File: config.mk
export PLATFORM = sky130hd
export DESIGN_NAME = uart_rx_frame
export DESIGN_NICKNAME = d
export VERILOG_FILES = /design/src/rtl/uart_rx_frame.sv
export SDC_FILE = /design/constraint.sdc
export NUM_CORES = 1
export LEC_CHECK = 0
export ABC_AREA = 1
export CORE_MARGIN = 4
export CORE_UTILIZATION = 50
export CTS_CLUSTER_DIAMETER = 100
export DETAILED_ROUTE_END_ITERATION = 10
export PLACE_DENSITY = 0.74
export SETUP_SLACK_MARGIN = 0.5
export SLEW_MARGIN = 0
export SYNTH_ARGS = -nofsm -noshare
export SYNTH_HDL_FRONTEND = slang
export SYNTH_SLANG_ARGS = --single-unit
export TNS_END_PERCENT = 10
File: constraint.sdc
create_clock -name FPGA_CLK -period 2.55 [get_ports FPGA_CLK]
set_input_delay 0.255 -clock FPGA_CLK [delete_from_list [all_inputs] [get_ports FPGA_CLK]]
set_output_delay 0.255 -clock FPGA_CLK [all_outputs]
set_load 0.02 [all_outputs]
File: src/rtl/uart_rx_frame.sv
// UART receiver: 2-flop synchronised line, mid-bit sampling, optional parity, 1-2 stop bits.
// RX_VALID pulses ~2 clocks after the mid-point of the last stop bit; no backpressure (strobe only).
module uart_rx_frame #(
    parameter int CLK_HZ    = 50_000_000,
    parameter int BAUD      = 115_200,
    parameter int DATA_BITS = 8,
    parameter int PARITY    = 0,
    parameter int STOP_BITS = 1
) (
    input  logic                 FPGA_CLK,
    input  logic                 RST_N,
    input  logic                 UART_RXD,
    output logic [DATA_BITS-1:0] RX_DATA,
    output logic                 RX_VALID,
    output logic                 PARITY_ERR,
    output logic                 FRAME_ERR,
    output logic                 BUSY
);

    localparam int CPB = CLK_HZ / BAUD;
    localparam int CW  = (CPB > 1) ? $clog2(CPB) : 1;
    localparam logic [CW-1:0] CNT_FULL      = CW'(CPB - 1);
    localparam logic [CW-1:0] CNT_HALF      = CW'(CPB / 2 - 1);
    localparam logic [2:0]    IDX_DATA_LAST = 3'(DATA_BITS - 1);
    localparam logic [2:0]    IDX_STOP_LAST = 3'(STOP_BITS - 1);
    localparam logic          ODD_PARITY    = (PARITY == 2);

    typedef enum logic [2:0] {S_IDLE, S_START, S_DATA, S_PAR, S_STOP} state_t;

    state_t                 state_q;
    logic                   sync1_q, sync2_q, prev_q;
    logic [CW-1:0]          cnt_q;
    logic [2:0]             idx_q;
    logic [DATA_BITS-1:0]   shift_q;
    logic                   par_err_q, frm_err_q;
    logic [DATA_BITS-1:0]   data_q;
    logic                   valid_q, perr_out_q, ferr_out_q;

    logic rxd, fall, bit_end;
    assign rxd     = sync2_q;
    assign fall    = prev_q & ~sync2_q;
    assign bit_end = (cnt_q == CNT_FULL);

    always_ff @(posedge FPGA_CLK or negedge RST_N) begin
        if (!RST_N) begin
            state_q    <= S_IDLE;
            sync1_q    <= 1'b1;
            sync2_q    <= 1'b1;
            prev_q     <= 1'b1;
            cnt_q      <= '0;
            idx_q      <= '0;
            shift_q    <= '0;
            par_err_q  <= 1'b0;
            frm_err_q  <= 1'b0;
            data_q     <= '0;
            valid_q    <= 1'b0;
            perr_out_q <= 1'b0;
            ferr_out_q <= 1'b0;
        end else begin
            sync1_q <= UART_RXD;
            sync2_q <= sync1_q;
            prev_q  <= sync2_q;
            valid_q <= 1'b0;
            case (state_q)
                S_IDLE: begin
                    cnt_q <= '0;
                    idx_q <= '0;
                    // Edge-triggered start: a line held low (break) never retriggers.
                    if (fall) begin
                        state_q   <= S_START;
                        par_err_q <= 1'b0;
                        frm_err_q <= 1'b0;
                    end
                end
                S_START: begin
                    if (cnt_q == CNT_HALF) begin
                        cnt_q   <= '0;
                        state_q <= rxd ? S_IDLE : S_DATA;
                    end else begin
                        cnt_q <= cnt_q + 1'b1;
                    end
                end
                S_DATA: begin
                    if (bit_end) begin
                        cnt_q   <= '0;
                        shift_q <= {rxd, shift_q[DATA_BITS-1:1]};
                        if (idx_q == IDX_DATA_LAST) begin
                            idx_q   <= '0;
                            state_q <= (PARITY != 0) ? S_PAR : S_STOP;
                        end else begin
                            idx_q <= idx_q + 1'b1;
                        end
                    end else begin
                        cnt_q <= cnt_q + 1'b1;
                    end
                end
                S_PAR: begin
                    if (bit_end) begin
                        cnt_q     <= '0;
                        par_err_q <= (^shift_q) ^ rxd ^ ODD_PARITY;
                        state_q   <= S_STOP;
                    end else begin
                        cnt_q <= cnt_q + 1'b1;
                    end
                end
                S_STOP: begin
                    if (bit_end) begin
                        cnt_q <= '0;
                        // Returning at mid-stop leaves half a bit to catch a back-to-back start edge.
                        if (idx_q == IDX_STOP_LAST) begin
                            idx_q      <= '0;
                            data_q     <= shift_q;
                            valid_q    <= 1'b1;
                            perr_out_q <= (PARITY != 0) ? par_err_q : 1'b0;
                            ferr_out_q <= frm_err_q | ~rxd;
                            state_q    <= S_IDLE;
                        end else begin
                            frm_err_q <= frm_err_q | ~rxd;
                            idx_q     <= idx_q + 1'b1;
                        end
                    end else begin
                        cnt_q <= cnt_q + 1'b1;
                    end
                end
                default: state_q <= S_IDLE;
            endcase
        end
    end

    assign RX_DATA    = data_q;
    assign RX_VALID   = valid_q;
    assign PARITY_ERR = perr_out_q;
    assign FRAME_ERR  = ferr_out_q;
    assign BUSY       = (state_q != S_IDLE);

endmodule
==> metrics.cfg, run 1 <==
[place]
port_buffers = 13
dpl.hpwl_um = 2510
gp_congestion = 0.803
pre_cts_ws_ns = 0.964

[setup_path]
cp_top_family = buffers and inverters
worst-path-buf-inv = 2
slowest_delay_ns = 0.61
cp-end-kind = output pin
path_cells = inv_1 > nand2_2 > clkdlybuf4s50_1
worstPathRequired_ns = 2.30
cp-start-kind = flop
crit_path_max_fanout = 7
slowest_stage = clkdlybuf4s50_1
critical_path_class = flop to output pin
crit_arrival_ns = 1.65

[cells_and_area]
nNetsFinal = 262
layout_common_cells = 53 x nand2_1, 41 x inv_1, 34 x dfrtp_1, 23 x nor2_1
final_common_cell = nand2_1
areaGrowthSynthToFinish_pct = 10.8
diodes = 0
drive_gt1_frac = 0.201

[clock_tree]
cts.path.max_buffers = 2
cts_sinks = 37
cts_hold_buf = 0
clockRootBuffer = clkbuf_8
cts_setup_buffers = 0
post_cts_resized = 0
cts_tree = built
cts_buffers = 5
clk_pin_slew_ns = 0.07
cts_max_level = 2
clk_latency_ns = 0.28

[sta]
worst_slack_ns = 0.646
timing.setup.tns_ns = 0
max_slew_margin = 0.468
finalClockSkew_ns = 0.00378
worst_pin_slew_ns = 0.799
hold_viol_final = 0
period_needed_ns = 1.90
drv_slew = 0
min_period_over_period = 0.747
setup_violations = 0
rsz0062_at_grt = false
clock.fmax_mhz = 525

[drt]
num_vias = 1439
drt_first_pass_iters = 4
routedWlPerCell_um = 11.3
antenna_left = 0
drc = 0
viasPerCell = 4.76
initialDrtViolationCount = 80
wirelength_um = 3420

[synthesis]
netlist_instances = 236
yosys.area.top_type_share = 0.418
syn-mean-instance-area_um2 = 8.63
ys_top_cells_by_area = dfrtp_1 42%, nand2_1 9.8%, inv_1 7.6%
netlist_area_um2 = 2040
ys_warn_count = 0
synth_cell_type_count = 31
ys_seq_area_frac = 0.457
ys_ff_latch = 37
synth_top_cell_by_area = dfrtp_1
synth_nets = 245

[global_routing]
grt_max_degree = 38
grt_overflow_total = 0
antenna_found_initial = 0
grt_pass1_wl_um = 6190
first_global_vias = 1428
grt.total_usage = 0.151

[die]
row_count = 22
die_area_um2 = 5160
start_util = 0.536
die_x_um = 71.8
io_pins = 15
die_h_um = 71.8
coreArea_um2 = 3800

[flow_run]
maxCapViolCount = 0

[power]
p_leak_nw = 1.23
irDropWorstVdd_v = 0.000372
powerDensity_nw_per_um2 = 680

[worst_hold_path]
hp-class = primary input to asynchronous set/reset pin

[outcome]
status = complete, no violations

[power by group]
part | total (W) | internal, W | switching [W]
combinational | 0.000464 | 0.000151 | 0.000313
clock | 0.000388 | 0.000189 | 0.000199
sequential | 0.000682 | 0.000623 | 0.0000589
total | 0.00153 | 0.000963 | 0.000571
[routing by layer]
layer	vias up	routed length, um	track usage
met1	656	1650	0.200
met5	-	0	0
met2	22	1600	0.236
li1	757	-	-
met4	0	38	0.0397
met3	4	131	0.0519
[Yosys cell counts]
| library cell | count |
|---|---|
| nand2_4 | 4 |
| nor2_1 | 23 |
| ha_1 | 6 |
| a21oi_2 | 3 |
| inv_1 | 41 |
| nand2_8 | 1 |
| nor2_8 | 1 |
| nor3_1 | 2 |
| buf_12 | 2 |
| nand2_1 | 53 |
| nor3_2 | 1 |
| o21ai_2 | 14 |
| dfstp_2 | 3 |
| buf_4 | 1 |
| inv_6 | 1 |
| nand3_1 | 14 |
| nand3_2 | 1 |
| xor2_1 | 1 |
| or2_2 | 1 |
| mux2i_1 | 1 |
| dfrtp_1 | 34 |
| nor2_4 | 3 |
| o21bai_1 | 1 |
| nand4_1 | 5 |
| nor2_2 | 2 |
| nand2_2 | 6 |
| o21ai_0 | 6 |
| and2_1 | 1 |
| inv_2 | 2 |
| conb_1 | 1 |
| o22ai_1 | 1 |
[cell families (layout without fill, tap and decap cells)]
logic type / after synthesis / after routing / share of synthesized area
flip-flops: 37 / 37 / 0.457
buffers and inverters: 47 / 65 / 0.107
XOR/XNOR: 1 / 1 / 0.00430
adder cells (fa/ha/maj): 6 / 6 / 0.0369
AND/OR/NAND/NOR: 118 / 118 / 0.294
other: 1 / 1 / 0.00184
AO/OA/AOI/OAI: 25 / 25 / 0.0947
multiplexers: 1 / 1 / 0.00492
[worst paths after layout]
kind / startpoint / endpoint / slack, ns / cells after the start
min reg2reg: sync1_q / rxd / 0.36 / 0
max reg2reg: idx_q[0] / state_q[0] / 0.99 / 9
max: state_q[2] / BUSY / 0.65 / 3
max in group asynchronous: RST_N / shift_q[5] / 1.99 / 1
min: RST_N / idx_q[2] / 0.05 / 1
min in group FPGA_CLK: sync1_q / rxd / 0.36 / 0
[through the flow]
step | hold WS [ns] | utilization | area, um^2 | power (W) | cells
finish | 0.0546 | 0.594 | 2260 | 0.00153 | 302
global route | 0.128 | 0.594 | 2260 | 0.00164 | 302
CTS | 0.0895 | 0.594 | 2260 | 0.00155 | 302
detailed placement | 0.349 | 0.572 | 2170 | 0.00115 | 294
global placement | 0.347 | 0.572 | 2170 | 0.00114 | 294
floorplan | -0.0406 | - | 2040 | 0.00104 | 236
[worst reg2reg max path, cell delays in order (launching register included)]
cell and delay, ns:
dfrtp_1 0.38, inv_1 0.10, ha_1 0.15, nand2_1 0.16, nand3_1 0.18, nand2_2 0.09, nor2_2 0.15, nand3_2 0.11
nand2_1 0.08, nand2_1 0.05
[sequential cells by signal (all words and copies together) (netlist names)]
register / count
rxd: 1
FRAME_ERR: 1
prev_q: 1
idx_q: 3
frm_err_q: 1
shift_q: 8
sync1_q: 1
state_q: 3
RX_VALID: 1
RX_DATA: 8
cnt_q: 9
[area by class of cell]
cell class | count | area (um^2)
fillers | 330 | 1540
well taps | 48 | 60.1
inverters | 44 | 170
clock inverters | 2 | 10.0
flip-flops and latches | 37 | 930
multi-input cells | 152 | 888
repair buffers | 13 | 125
clock buffers | 6 | 72.6
No activity file was read; power rests on OpenSTA's default activity.
==> run 2, diff against run 1 <==
- PLACE_DENSITY: 0.74 -> 0.76
- clock period: 2.55 -> 1.57 ns (I/O delays scaled with it)
==> metrics.cfg, run 2 (same netlist as run 1, synthesis figures left out) <==
[drt]
drt_first_pass_iters = 4  ; unchanged
viasPerCell = 4.94  ; +3.7%
wirelength_um = 4040  ; +18%
drc = 0  ; unchanged
num_vias = 1567  ; +8.9%
routedWlPerCell_um = 12.7  ; +13%
initialDrtViolationCount = 63  ; -21%
antenna_left = 0  ; unchanged

[setup_path]
crit_path_max_fanout = 15  ; +8
cp-start-kind = flop
cpMostUsedCell = nand2_4
slowest_stage = dfrtp_1
crit_arrival_ns = 1.62  ; -0.03 ns
slowest_delay_ns = 0.40  ; -0.21 ns
path_cells = inv_2 > ha_4 > nand2_4 > nor2_4 > nand2_4 > inv_8 > nand2_8 > nor2_1 > a21oi_2
critical_path_class = flop to flop
cp-end-kind = flop
worstPathRequired_ns = 1.76  ; -0.54 ns

[cells_and_area]
largest_register_ff_count = 9  ; unchanged
final_cells = 317  ; +5.0%
layout_common_cells = 48 x nand2_1, 36 x inv_1, 31 x dfrtp_1, 21 x nor2_1, 14 x o21ai_2
nNetsFinal = 277  ; +5.7%
diodes = 0  ; unchanged
areaGrowthSynthToFinish_pct = 28.4
drive_gt1_frac = 0.338  ; +0.138
top_register = cnt_q
final_common_cell = nand2_1

[sta]
finalClockSkew_ns = 0.00652  ; +0.00274 ns
clock.fmax_mhz = 698
timing.setup.tns_ns = 0  ; unchanged
period_needed_ns = 1.43
drv_slew = 0  ; unchanged
hold_viol_final = 0  ; unchanged
setup_violations = 0  ; unchanged
min_period_over_period = 0.913
rsz0062_at_grt = true

[global_routing]
antenna_found_initial = 0  ; unchanged
grt_pass1_wl_um = 6850  ; +11%
grt_overflow_total = 0  ; unchanged
grt.total_usage = 0.169  ; +0.0179
first_global_vias = 1538  ; +7.7%
grt_max_degree = 38  ; unchanged

[place]
port_buffers = 13  ; unchanged
gp_congestion = 0.865  ; +7.6%
dp.cells = 297  ; +1.0%
dpl.hpwl_um = 2540  ; +1.5%

[clock_tree]
cts_tree = built
cts_sinks = 37  ; unchanged
clk_latency_ns = 0.30  ; +0.02 ns
cts_max_level = 2  ; unchanged
clockRootBuffer = clkbuf_8
cts_buffers = 5  ; unchanged
cts.path.max_buffers = 2  ; unchanged
clk_pin_slew_ns = 0.08  ; about the same

[power]
p_leak_nw = 1.36  ; +10%
powerDensity_nw_per_um2 = 1240  ; +83%
irDropWorstVdd_v = 0.000827  ; +120%

[worst_hold_path]
hp-class = primary input to flop

[die]
coreArea_um2 = 3800  ; unchanged
start_util = 0.536  ; unchanged
die_h_um = 71.8  ; unchanged
die_area_um2 = 5160  ; unchanged
die_x_um = 71.8  ; unchanged
io_pins = 15  ; unchanged
row_count = 22  ; unchanged

[outcome]
status = complete, no violations

[flow_run]
maxCapViolCount = 0  ; unchanged

-- run 2: where the power goes --
group	switching [W]	internal [W]	leakage [nW]
clock	0.000362	0.000639	0.0687
combinational	0.000702	0.000451	0.795
sequential	0.0000757	0.00102	0.499
total	0.00114	0.00211	1.36
-- run 2: worst max-delay path, delay by kind of cell, from the launching register on --
kind / cells / cell delay, ns
and+or+nand+nor: 5 / 0.49
DFF: 1 / 0.40
AOI/OAI and AO/OA: 1 / 0.04
buffers and inverters: 2 / 0.23
adders and majority gates: 1 / 0.15
-- run 2: final cells by class --
class                           instances  area [um^2]
Timing Repair Buffer                   27          246
Clock inverter                          3         68.8
Inverter                               44          173
Clock buffer                            5         68.8
Tap cell                               48         60.1
Fill cell                             281         1180
Sequential cell                        37          933
Multi-Input combinational cell        153         1060
-- run 2: timing repair --
item                       CTS  global route
hold buffers                 1             0
pin swaps                    4            11
buffers inserted             6             4
hold endpoints to repair    34             0
gates resized for setup     14            25
cloned                       1             0
setup endpoints to repair   45            45
-- run 2: layer usage --
metal	global-route usage	wire [um]	vias up
met1	0.212	1750	741
met3	0.0407	137	8
met2	0.271	2070	25
li1	-	-	793
met5	0	0	-
met4	0.0814	85	0
-- run 2: final timing paths --
kind | startpoint | to | slack (ns) | cells after the start
max | cnt_q[1] | shift_q[2] | 0.14 | 9
min | UART_RXD | sync1_q | 0.27 | 1
max reg2reg | cnt_q[1] | shift_q[2] | 0.14 | 9
min reg2reg | sync1_q | rxd | 0.36 | 0
max in group asynchronous | RST_N | rxd | 0.78 | 3
min in group asynchronous | RST_N | cnt_q[2] | 0.43 | 3
-- run 2: per-stage QoR --
stage	utilization	cell area [um^2]	total power [W]	hold WS (ns)	setup slack [ns]
global route	0.688	2610	0.00343	0.254	0.0390
floorplan	-	2060	0.00171	-0.139	0.204
CTS	0.649	2470	0.00307	0.256	0.146
global placement	0.585	2220	0.00189	0.230	0.102
finish	0.688	2610	0.00325	0.265	0.137
detailed placement	0.585	2220	0.00190	0.226	0.0696
